[src/rtl/task_answer_arbiter.sv]
// ---------------------------------------------------------------------------
// task_answer_arbiter
//
// Shares the single task-manager answer channel between NUM_TASKS task
// modules. A requesting task is granted round-robin, its answer stream and
// packet size are forwarded to the task manager until the last beat, then
// the channel is released through a one-cycle GAP state and the number of
// beats is checked against ceil(size/4).
//
// Optional feature macro: TASK_ARB_TIMEOUT_EN
//   defined   -> a stall counter aborts a packet after TIMEOUT_CYCLES cycles
//                without a beat and pulses o_timeout.
//   undefined -> no stall counter; o_timeout is tied to 0.
//
// Ports:
//   i_clk                    clock, rising edge
//   i_rst                    asynchronous active-low reset
//   i_task_answer_ready      per-task answer available / word valid
//   i_task_answer_data       per-task answer word, task k at [k*DATA_WIDTH +: DATA_WIDTH]
//   i_task_answer_data_last  per-task last-word flag
//   i_task_packet_size       per-task packet size in bytes
//   o_task_manager_ready     manager-ready forwarded to the granted task only
//   i_tmanager_ready         task manager accepts a word this cycle
//   o_tanswer_ready          forwarded answer valid
//   o_tanswer_data           forwarded answer word
//   o_tanswer_data_last      forwarded last flag
//   o_packet_size_in_bytes   packet size latched at grant
//   o_grant                  one-hot owner, zero when the channel is free
//   o_len_err                sticky beat-count mismatch flag
//   o_timeout                one-cycle pulse when a stalled packet is aborted
// ---------------------------------------------------------------------------
module task_answer_arbiter #(
  parameter int NUM_TASKS      = 4,
  parameter int DATA_WIDTH     = 32,
  parameter int SIZE_WIDTH     = 12,
  parameter int TIMEOUT_CYCLES = 1024
) (
  input  logic                             i_clk,
  input  logic                             i_rst,
  input  logic [NUM_TASKS-1:0]             i_task_answer_ready,
  input  logic [NUM_TASKS*DATA_WIDTH-1:0]  i_task_answer_data,
  input  logic [NUM_TASKS-1:0]             i_task_answer_data_last,
  input  logic [NUM_TASKS*SIZE_WIDTH-1:0]  i_task_packet_size,
  output logic [NUM_TASKS-1:0]             o_task_manager_ready,
  input  logic                             i_tmanager_ready,
  output logic                             o_tanswer_ready,
  output logic [DATA_WIDTH-1:0]            o_tanswer_data,
  output logic                             o_tanswer_data_last,
  output logic [SIZE_WIDTH-1:0]            o_packet_size_in_bytes,
  output logic [NUM_TASKS-1:0]             o_grant,
  output logic                             o_len_err,
  output logic                             o_timeout
);

  localparam int IDX_W = (NUM_TASKS > 1) ? $clog2(NUM_TASKS) : 1;

  // Elaboration-time parameter range checks.
  if ((NUM_TASKS < 2) || (NUM_TASKS > 8)) begin : g_num_tasks_check
    $error("task_answer_arbiter: NUM_TASKS must be in 2..8");
  end
  if (TIMEOUT_CYCLES < 2) begin : g_timeout_check
    $error("task_answer_arbiter: TIMEOUT_CYCLES must be at least 2");
  end
  if (SIZE_WIDTH < 3) begin : g_size_width_check
    $error("task_answer_arbiter: SIZE_WIDTH must be at least 3");
  end

  typedef enum logic [1:0] {
    ST_IDLE   = 2'd0,
    ST_STREAM = 2'd1,
    ST_GAP    = 2'd2
  } state_t;

  state_t                 state_q;
  logic [NUM_TASKS-1:0]   grant_q;
  logic [IDX_W-1:0]       gidx_q;
  logic [IDX_W-1:0]       rr_ptr_q;
  logic [SIZE_WIDTH-1:0]  size_q;
  logic [SIZE_WIDTH-1:0]  beat_q;
  logic                   len_err_q;

`ifdef TASK_ARB_TIMEOUT_EN
  localparam int STALL_W = $clog2(TIMEOUT_CYCLES + 1);
  logic [STALL_W-1:0]     stall_q;
  logic                   timeout_q;
`endif

  logic [IDX_W:0]         pick;
  logic                   pick_valid;
  logic [IDX_W-1:0]       pick_idx;
  logic                   beat;
  logic [SIZE_WIDTH-1:0]  beat_inc;
  logic [SIZE_WIDTH:0]    exp_beats;
  logic [IDX_W-1:0]       rr_ptr_d;

  // Round-robin pick: first requester at or after ptr, wrapping. Scanning the
  // offsets from the far end lets the nearest requester overwrite the result.
  // Returns {valid, index}.
  function automatic logic [IDX_W:0] rr_pick(input logic [NUM_TASKS-1:0] req,
                                             input logic [IDX_W-1:0]     ptr);
    logic [IDX_W:0] res;
    int             cand;
    res = '0;
    for (int i = NUM_TASKS - 1; i >= 0; i--) begin
      cand = int'(ptr) + i;
      if (cand >= NUM_TASKS) begin
        cand = cand - NUM_TASKS;
      end else begin
        cand = cand;
      end
      if (req[cand[IDX_W-1:0]]) begin
        res = {1'b1, cand[IDX_W-1:0]};
      end else begin
        res = res;
      end
    end
    return res;
  endfunction

  assign pick       = rr_pick(i_task_answer_ready, rr_ptr_q);
  assign pick_valid = pick[IDX_W];
  assign pick_idx   = pick[IDX_W-1:0];

  // Beat counter saturates so a runaway packet cannot wrap back to a match.
  assign beat_inc  = (&beat_q) ? beat_q : beat_q + SIZE_WIDTH'(1);

  // ceil(size/4) computed one bit wider so size near full scale does not wrap.
  assign exp_beats = ({1'b0, size_q} + (SIZE_WIDTH + 1)'(3)) >> 2;

  assign rr_ptr_d  = (gidx_q == IDX_W'(NUM_TASKS - 1)) ? '0 : gidx_q + IDX_W'(1);

  // Forwarding mux: only the granted task reaches the manager, only in STREAM.
  always_comb begin
    o_tanswer_ready      = 1'b0;
    o_tanswer_data       = '0;
    o_tanswer_data_last  = 1'b0;
    o_task_manager_ready = '0;
    if (state_q == ST_STREAM) begin
      o_tanswer_ready              = i_task_answer_ready[gidx_q];
      o_tanswer_data               = i_task_answer_data[int'(gidx_q)*DATA_WIDTH +: DATA_WIDTH];
      o_tanswer_data_last          = i_task_answer_data_last[gidx_q];
      o_task_manager_ready[gidx_q] = i_tmanager_ready;
    end else begin
      o_tanswer_ready = 1'b0;
    end
  end

  assign beat = o_tanswer_ready & i_tmanager_ready;

  // Arbiter FSM with grant, size latch, beat counter, pointer and flags.
  always_ff @(posedge i_clk or negedge i_rst) begin
    if (!i_rst) begin
      state_q   <= ST_IDLE;
      grant_q   <= '0;
      gidx_q    <= '0;
      rr_ptr_q  <= '0;
      size_q    <= '0;
      beat_q    <= '0;
      len_err_q <= 1'b0;
`ifdef TASK_ARB_TIMEOUT_EN
      stall_q   <= '0;
      timeout_q <= 1'b0;
`endif
    end else begin
`ifdef TASK_ARB_TIMEOUT_EN
      timeout_q <= 1'b0;
`endif
      case (state_q)
        ST_IDLE: begin
          if (pick_valid) begin
            grant_q <= NUM_TASKS'(1) << pick_idx;
            gidx_q  <= pick_idx;
            size_q  <= i_task_packet_size[int'(pick_idx)*SIZE_WIDTH +: SIZE_WIDTH];
            beat_q  <= '0;
            state_q <= ST_STREAM;
`ifdef TASK_ARB_TIMEOUT_EN
            stall_q <= '0;
`endif
          end else begin
            grant_q <= '0;
          end
        end

        ST_STREAM: begin
          if (beat) begin
            beat_q <= beat_inc;
            if (o_tanswer_data_last) begin
              // Count includes the last beat itself.
              if ({1'b0, beat_inc} != exp_beats) begin
                len_err_q <= 1'b1;
              end
              state_q <= ST_GAP;
            end
          end
`ifdef TASK_ARB_TIMEOUT_EN
          // Stall watchdog: counts cycles since the last accepted beat.
          if (beat) begin
            stall_q <= '0;
          end else if (stall_q == STALL_W'(TIMEOUT_CYCLES - 1)) begin
            timeout_q <= 1'b1;
            state_q   <= ST_GAP;
          end else begin
            stall_q <= stall_q + STALL_W'(1);
          end
`endif
        end

        ST_GAP: begin
          grant_q  <= '0;
          size_q   <= '0;
          rr_ptr_q <= rr_ptr_d;
          state_q  <= ST_IDLE;
        end

        default: begin
          grant_q <= '0;
          size_q  <= '0;
          state_q <= ST_IDLE;
        end
      endcase
    end
  end

  assign o_grant                = grant_q;
  assign o_packet_size_in_bytes = size_q;
  assign o_len_err              = len_err_q;

`ifdef TASK_ARB_TIMEOUT_EN
  assign o_timeout = timeout_q;
`else
  assign o_timeout = 1'b0;
`endif

endmodule

[config.mk]
export PLATFORM = sky130hd
export DESIGN_NAME = task_answer_arbiter
export DESIGN_NICKNAME = d
export VERILOG_FILES = /design/src/rtl/task_answer_arbiter.sv
export SDC_FILE = /design/constraint.sdc
export NUM_CORES = 1
export LEC_CHECK = 0
export ABC_AREA = 1
export BUFFER_PORTS_ARGS = -buffer_cell sky130_fd_sc_hd__buf_2
export CAP_MARGIN = 20
export CELL_PAD_IN_SITES_DETAIL_PLACEMENT = 1
export CELL_PAD_IN_SITES_GLOBAL_PLACEMENT = 2
export CORE_UTILIZATION = 21
export CTS_CLUSTER_SIZE = 40
export DETAILED_ROUTE_END_ITERATION = 8
export PLACE_DENSITY_LB_ADDON = 0.1
export SKIP_CTS_REPAIR_TIMING = 1
export SLEW_MARGIN = 40
export SYNTH_ARGS = -nofsm -noshare
export SYNTH_HDL_FRONTEND = slang
export SYNTH_SLANG_ARGS = --single-unit
[constraint.sdc]
create_clock -name i_clk -period 2.3 [get_ports i_clk]
set_clock_uncertainty 0.05 [all_clocks]
set_input_delay 0.575 -clock i_clk [delete_from_list [all_inputs] [get_ports i_clk]]
set_output_delay 0.575 -clock i_clk [all_outputs]
set_load 0.02 [all_outputs]
---- Yosys cells after proc, flatten, opt, wreduce, memory -nomap -nowiden ----
Index checks and enable logic that the tools add are counted.
operators by class
  add/sub/neg operators ................... 10
  multipliers ............................. 1
  magnitude comparators ................... 10
  equal/unequal tests ..................... 7
  shift operators ......................... 3
  multiplexer cells ....................... 39
  bitwise gates (word level) .............. 3
  reduce and logical (&&, ||, !) cells .... 9
operators by type and width
  kind                                                number
  variable part select 128 x 8 -> 32 bit              1
  two-way mux 12 bit                                  4
  one-hot mux 12 bit (2 select lines)                 2
  variable part select 48 x 7 -> 12 bit               1
  two-way mux 32 bit                                  1
  two-way mux 2 bit                                   8
  < comparator 2 x 3 -> 1 bit, second input constant  5
  adder 12 x 2 -> 13 bit, second input constant       1
  adder 12 x 1 -> 12 bit, second input constant       1
  binary-select mux 1 bit (select 2 bit)              6
  two-way mux 3 bit                                   4
  inequality test 12 x 11 -> 1 bit                    1
  AND reduction 12 bit                                1
  >= comparator 3 bit, second input constant          3
  two-way mux 1 bit                                   9
  two-way mux 4 bit                                   2
  one-hot mux 4 bit (2 select lines)                  1
  subtractor 2 x 1 -> 2 bit, second input constant    4
  adder 2 x 2 -> 3 bit, second input constant         2
  inequality test 2 bit, second input constant        3
  AND reduction 3 bit                                 2
  AND 4 bit                                           1
  == test 2 bit, second input constant                2
  multiplier 2 x 2 -> 4 bit, second input constant    1
  other kinds (15)                                    16
storage, ports and cells
  flip-flop bits (word level) ............. 35
  input port bits ......................... 187
  logic and storage cells ................. 89

---- Depth between registers and ports, before layout ----
  depth after elaboration ................. 13
  depth in mapped cells ................... 15
  mapped depth without buffers ............ 15

---- Least setup slack after synthesis ----
Ideal clock, no wire load.
  path type ............................... reg-to-output
  start ................................... reg gidx_q[0]
  end ..................................... out o_task_manager_ready[0]
  data arrival time ....................... 1668 ps
  setup slack ............................. 7 ps
  cell stages (with the launch flop) ...... 8
  cells stage by stage .................... dfrtp_1 buf_2 inv_2 clkbuf_1 clkbuf_1 ha_1 nand2_1 nor2_1
on the way
  cells in the longest elaborated chain, start to end .. 6
ends and longest elaborated chain
  item                                                                                               line  text
  start: declaration                                                                                 76    logic [IDX_W-1:0] gidx_q;
  start signal: assignment                                                                           172   gidx_q <= pick_idx;
  < comparator 2 x 3 -> 1 bit (implied by the code) or >= comparator 2 x 1 -> 1 bit (tied branches)  142   o_task_manager_ready[gidx_q] = i_tmanager_ready;
  logical AND 1 bit (implied by the code)                                                            142
  two-way mux 1 bit (implied by the code)                                                            142
  demux 1 bit (select 2 bit) *                                                                       142
  AND 4 bit (no source line) *                                                                       n/a
  two-way mux 4 bit *                                                                                138   if (state_q == ST_STREAM) begin
  end: declaration                                                                                   44    output logic [NUM_TASKS-1:0] o_task_manager_ready,
Every way passes the cells marked *; elsewhere a longest branch is shown, timed or not.

---- Worst setup path in the final report ----
  start ................................... reg gidx_q[0]
  end ..................................... out o_tanswer_data[10]
on the way
  cells in the longest elaborated chain, start to end .. 2
ends and longest elaborated chain
  item                                    line  text
  variable part select 128 x 8 -> 32 bit  140   o_tanswer_data = i_task_answer_data[int'(gidx_q)*DATA_WIDTH +: DATA_WIDTH];
  two-way mux 32 bit                      138
  end: declaration                        47    output logic [DATA_WIDTH-1:0] o_tanswer_data,
No other way between the ends.

==> summary.md <==
| Metric | Value |
|---|---|
| Status | complete, no violations |
| Area growth, synth to finish | 48.4% |
| Sequential area share after synthesis | 0.206 |
| M2 GR Usage | 0.323 |
| Row cnt | 51 |
| Most frequent cells in the layout | nand2_1, buf_2, nor2_1 |
| Final worst slack | 0.00835 ns |
| WP data required | 1.67 ns |
| Synth area leaders | dfrtp_1, nand2_1, nor2_1 |
| Nets | 1196 |
| Cell count after synthesis | 750 |
| Max Freq | 436 MHz |
| Share of post-route cells with drive strength above 1 | 0.360 |
| WS Path Type | reg -> out |
| RePlAce Congestion | 0.754 |
| Die footprint | 20800 µm² |
| Met1 global-route usage | 0.215 |
| Drt total wl | 19.9 mm |
| Minimum clock period | 2.29 ns |
| CTS root buf | clkbuf_16 |
| Initial Util | 0.216 |
| Pin count of the biggest net entering global routing | 62 |
| CTS max path bufs | 2 |
| Worst-Skew Late Latency | 0.28 ns |
| Die height | 144 µm |
| Pre-CTS setup slack | 0.0786 ns |
| CP Max Fanout | 15 |
| CTS sink count | 35 |
| Post-DP HPWL | 15.2 mm |
| Tot Pwr | 7.90 mW |
| Die width | 144 µm |
| Num ports | 243 |
| Avg WL per Cell | 15.6 µm |
| CTS buffer count | 5 |
| Power Dens Cells | 1250 nW/µm² |
| Placeable Area | 19700 µm² |
| Cell area after placement | 5840 µm² |
| CP Launch Type | flip-flop |
| Slew Viols, Final | 0 |
| Grt peak-use layer | met2 |
| Post-DRT Antenna Nets | 0 |
| Max cap viols | 0 |
| R2R depth | 16 |
| Syn Nets | 942 |
| Routing usage on met3 | 0.0331 |
| DR iter-0 viols | 195 |
| Area leader, netlist | dfrtp_1 |
| Post-Syn Area | 4250 µm² |
| Initial antenna violation count | 5 |
| Unrepaired setup endpoints after global routing | true |
| Ys Warns | 0 |
| CTS tree | done |
| CP arrival | 1.67 ns |
| Max H-tree Level | 2 |
| Netlist cell types | 34 |
| Maximum VDD drop | 356 µV |
| Syn Area/Cell | 5.66 µm² |
| Vias after detailed routing | 5613 |
| Fin util | 0.321 |
| Filler instances | 2670 |
| Fin Setup TNS | 0 ns |
| GR Util All Layers | 0.176 |
| Post-synthesis register bit count | 35 |
| Avg Vias per Cell | 4.41 |
| Port Buffer Count | 241 |
| Vias in the first global route | 5466 |
| Period utilisation layout | 0.996 |
| Hold slack final | 0.284 ns |
| Leak Pwr | 3.39 nW |
| Final std cells w/o fill | 1272 |
| Hold crit path type | in -> async |
| GR Overflow Total | 0 |
| Commonest non-fill, non-tap cell in the layout | nand2_1 |
| Post-route cell area | 6300 µm² |
| DRT Pass-1 Iters | 4 |
| Clock-pin slew on the worst setup and hold paths | 0.06 ns |
| Setup-failing EPs final | 0 |
| Global-route wire length before repair | 28.5 mm |
| Dpl cells | 1245 |
| Post-synth top area share | 0.206 |
| # DRC | 0 |
| Final hold vios | 0 |
| Crit path capture type | output port |
-- power by group --
part | internal, mW | leakage, nW | switching, mW | total, mW
Combinational | 2.34 | 2.87 | 3.89 | 6.23
Clock | 0.399 | 0.0658 | 0.273 | 0.672
Sequential | 0.793 | 0.457 | 0.201 | 0.993
Total | 3.53 | 3.39 | 4.36 | 7.90
-- final timing paths --
path,start,slack [ns],to
setup / recovery,gidx_q[0],0.008,o_tanswer_data[10]
hold / removal,i_rst,0.28,beat_q[11]
setup reg to reg,beat_q[0],0.23,o_len_err
hold reg to reg,o_len_err,0.41,o_len_err
max in group asynchronous,i_rst,1.54,gidx_q[0]
min in group i_clk,o_len_err,0.41,o_len_err
-- registers in the layout, indices dropped and copies added, names as in the netlist --
signal                  cells
o_packet_size_in_bytes     12
o_grant                     4
o_len_err                   1
rr_ptr_q                    2
gidx_q                      2
state_q                     2
beat_q                     12
-- layer usage --
metal  share of wire  vias up
met5          0.0021        -
met4          0.0068        6
met3           0.054       13
met2            0.49      133
met1            0.44     2556
li1                -     2905
-- synthesized netlist by cell type (all sizes together) --
library cell and n:
nand4 3, conb 1, clkinv 1, inv 50, o22ai 7, nand3b 1
a21oi 39, buf 21, nor2 169, xor2 6, o21ai 86, a32o 1
dfrtp 35, clkbuf 20, nand2 240, nand3 63, ha 5, xnor2 2
-- critical path, stage by stage (launching register included) --
cell and delay, ns:
dfrtp_2 0.47, buf_4 0.16, clkbuf_16 0.16, nor2_1 0.05, nor2_1 0.14, o21ai_0 0.11
a21oi_1 0.13, buf_4 0.15
-- cell families after synthesis --
family                     Yosys count  share of synthesized area
DFF                                 35                      0.206
adders and majority gates            5                     0.0147
other                                1                   0.000883
AOI/OAI and AO/OA                  133                      0.178
buffers and inverters               92                      0.101
and+or+nand+nor                    476                      0.483
xor gates and xnor gates             8                     0.0165
-- layout make-up --
| type | instances | area [µm²] | area share |
|---|---|---|---|
| flip-flops and latches | 35 | 877 | 0.139 |
| multi-input cells | 623 | 2960 | 0.470 |
| diodes | 2 | 5.00 | 0.000794 |
| repair buffers | 288 | 1770 | 0.281 |
| inverters | 51 | 209 | 0.0332 |
| well taps | 265 | 332 | 0.0526 |
| clock buffers | 5 | 125 | 0.0199 |
| clock inverters | 3 | 20.0 | 0.00318 |
(Power assumes the default switching activity.)
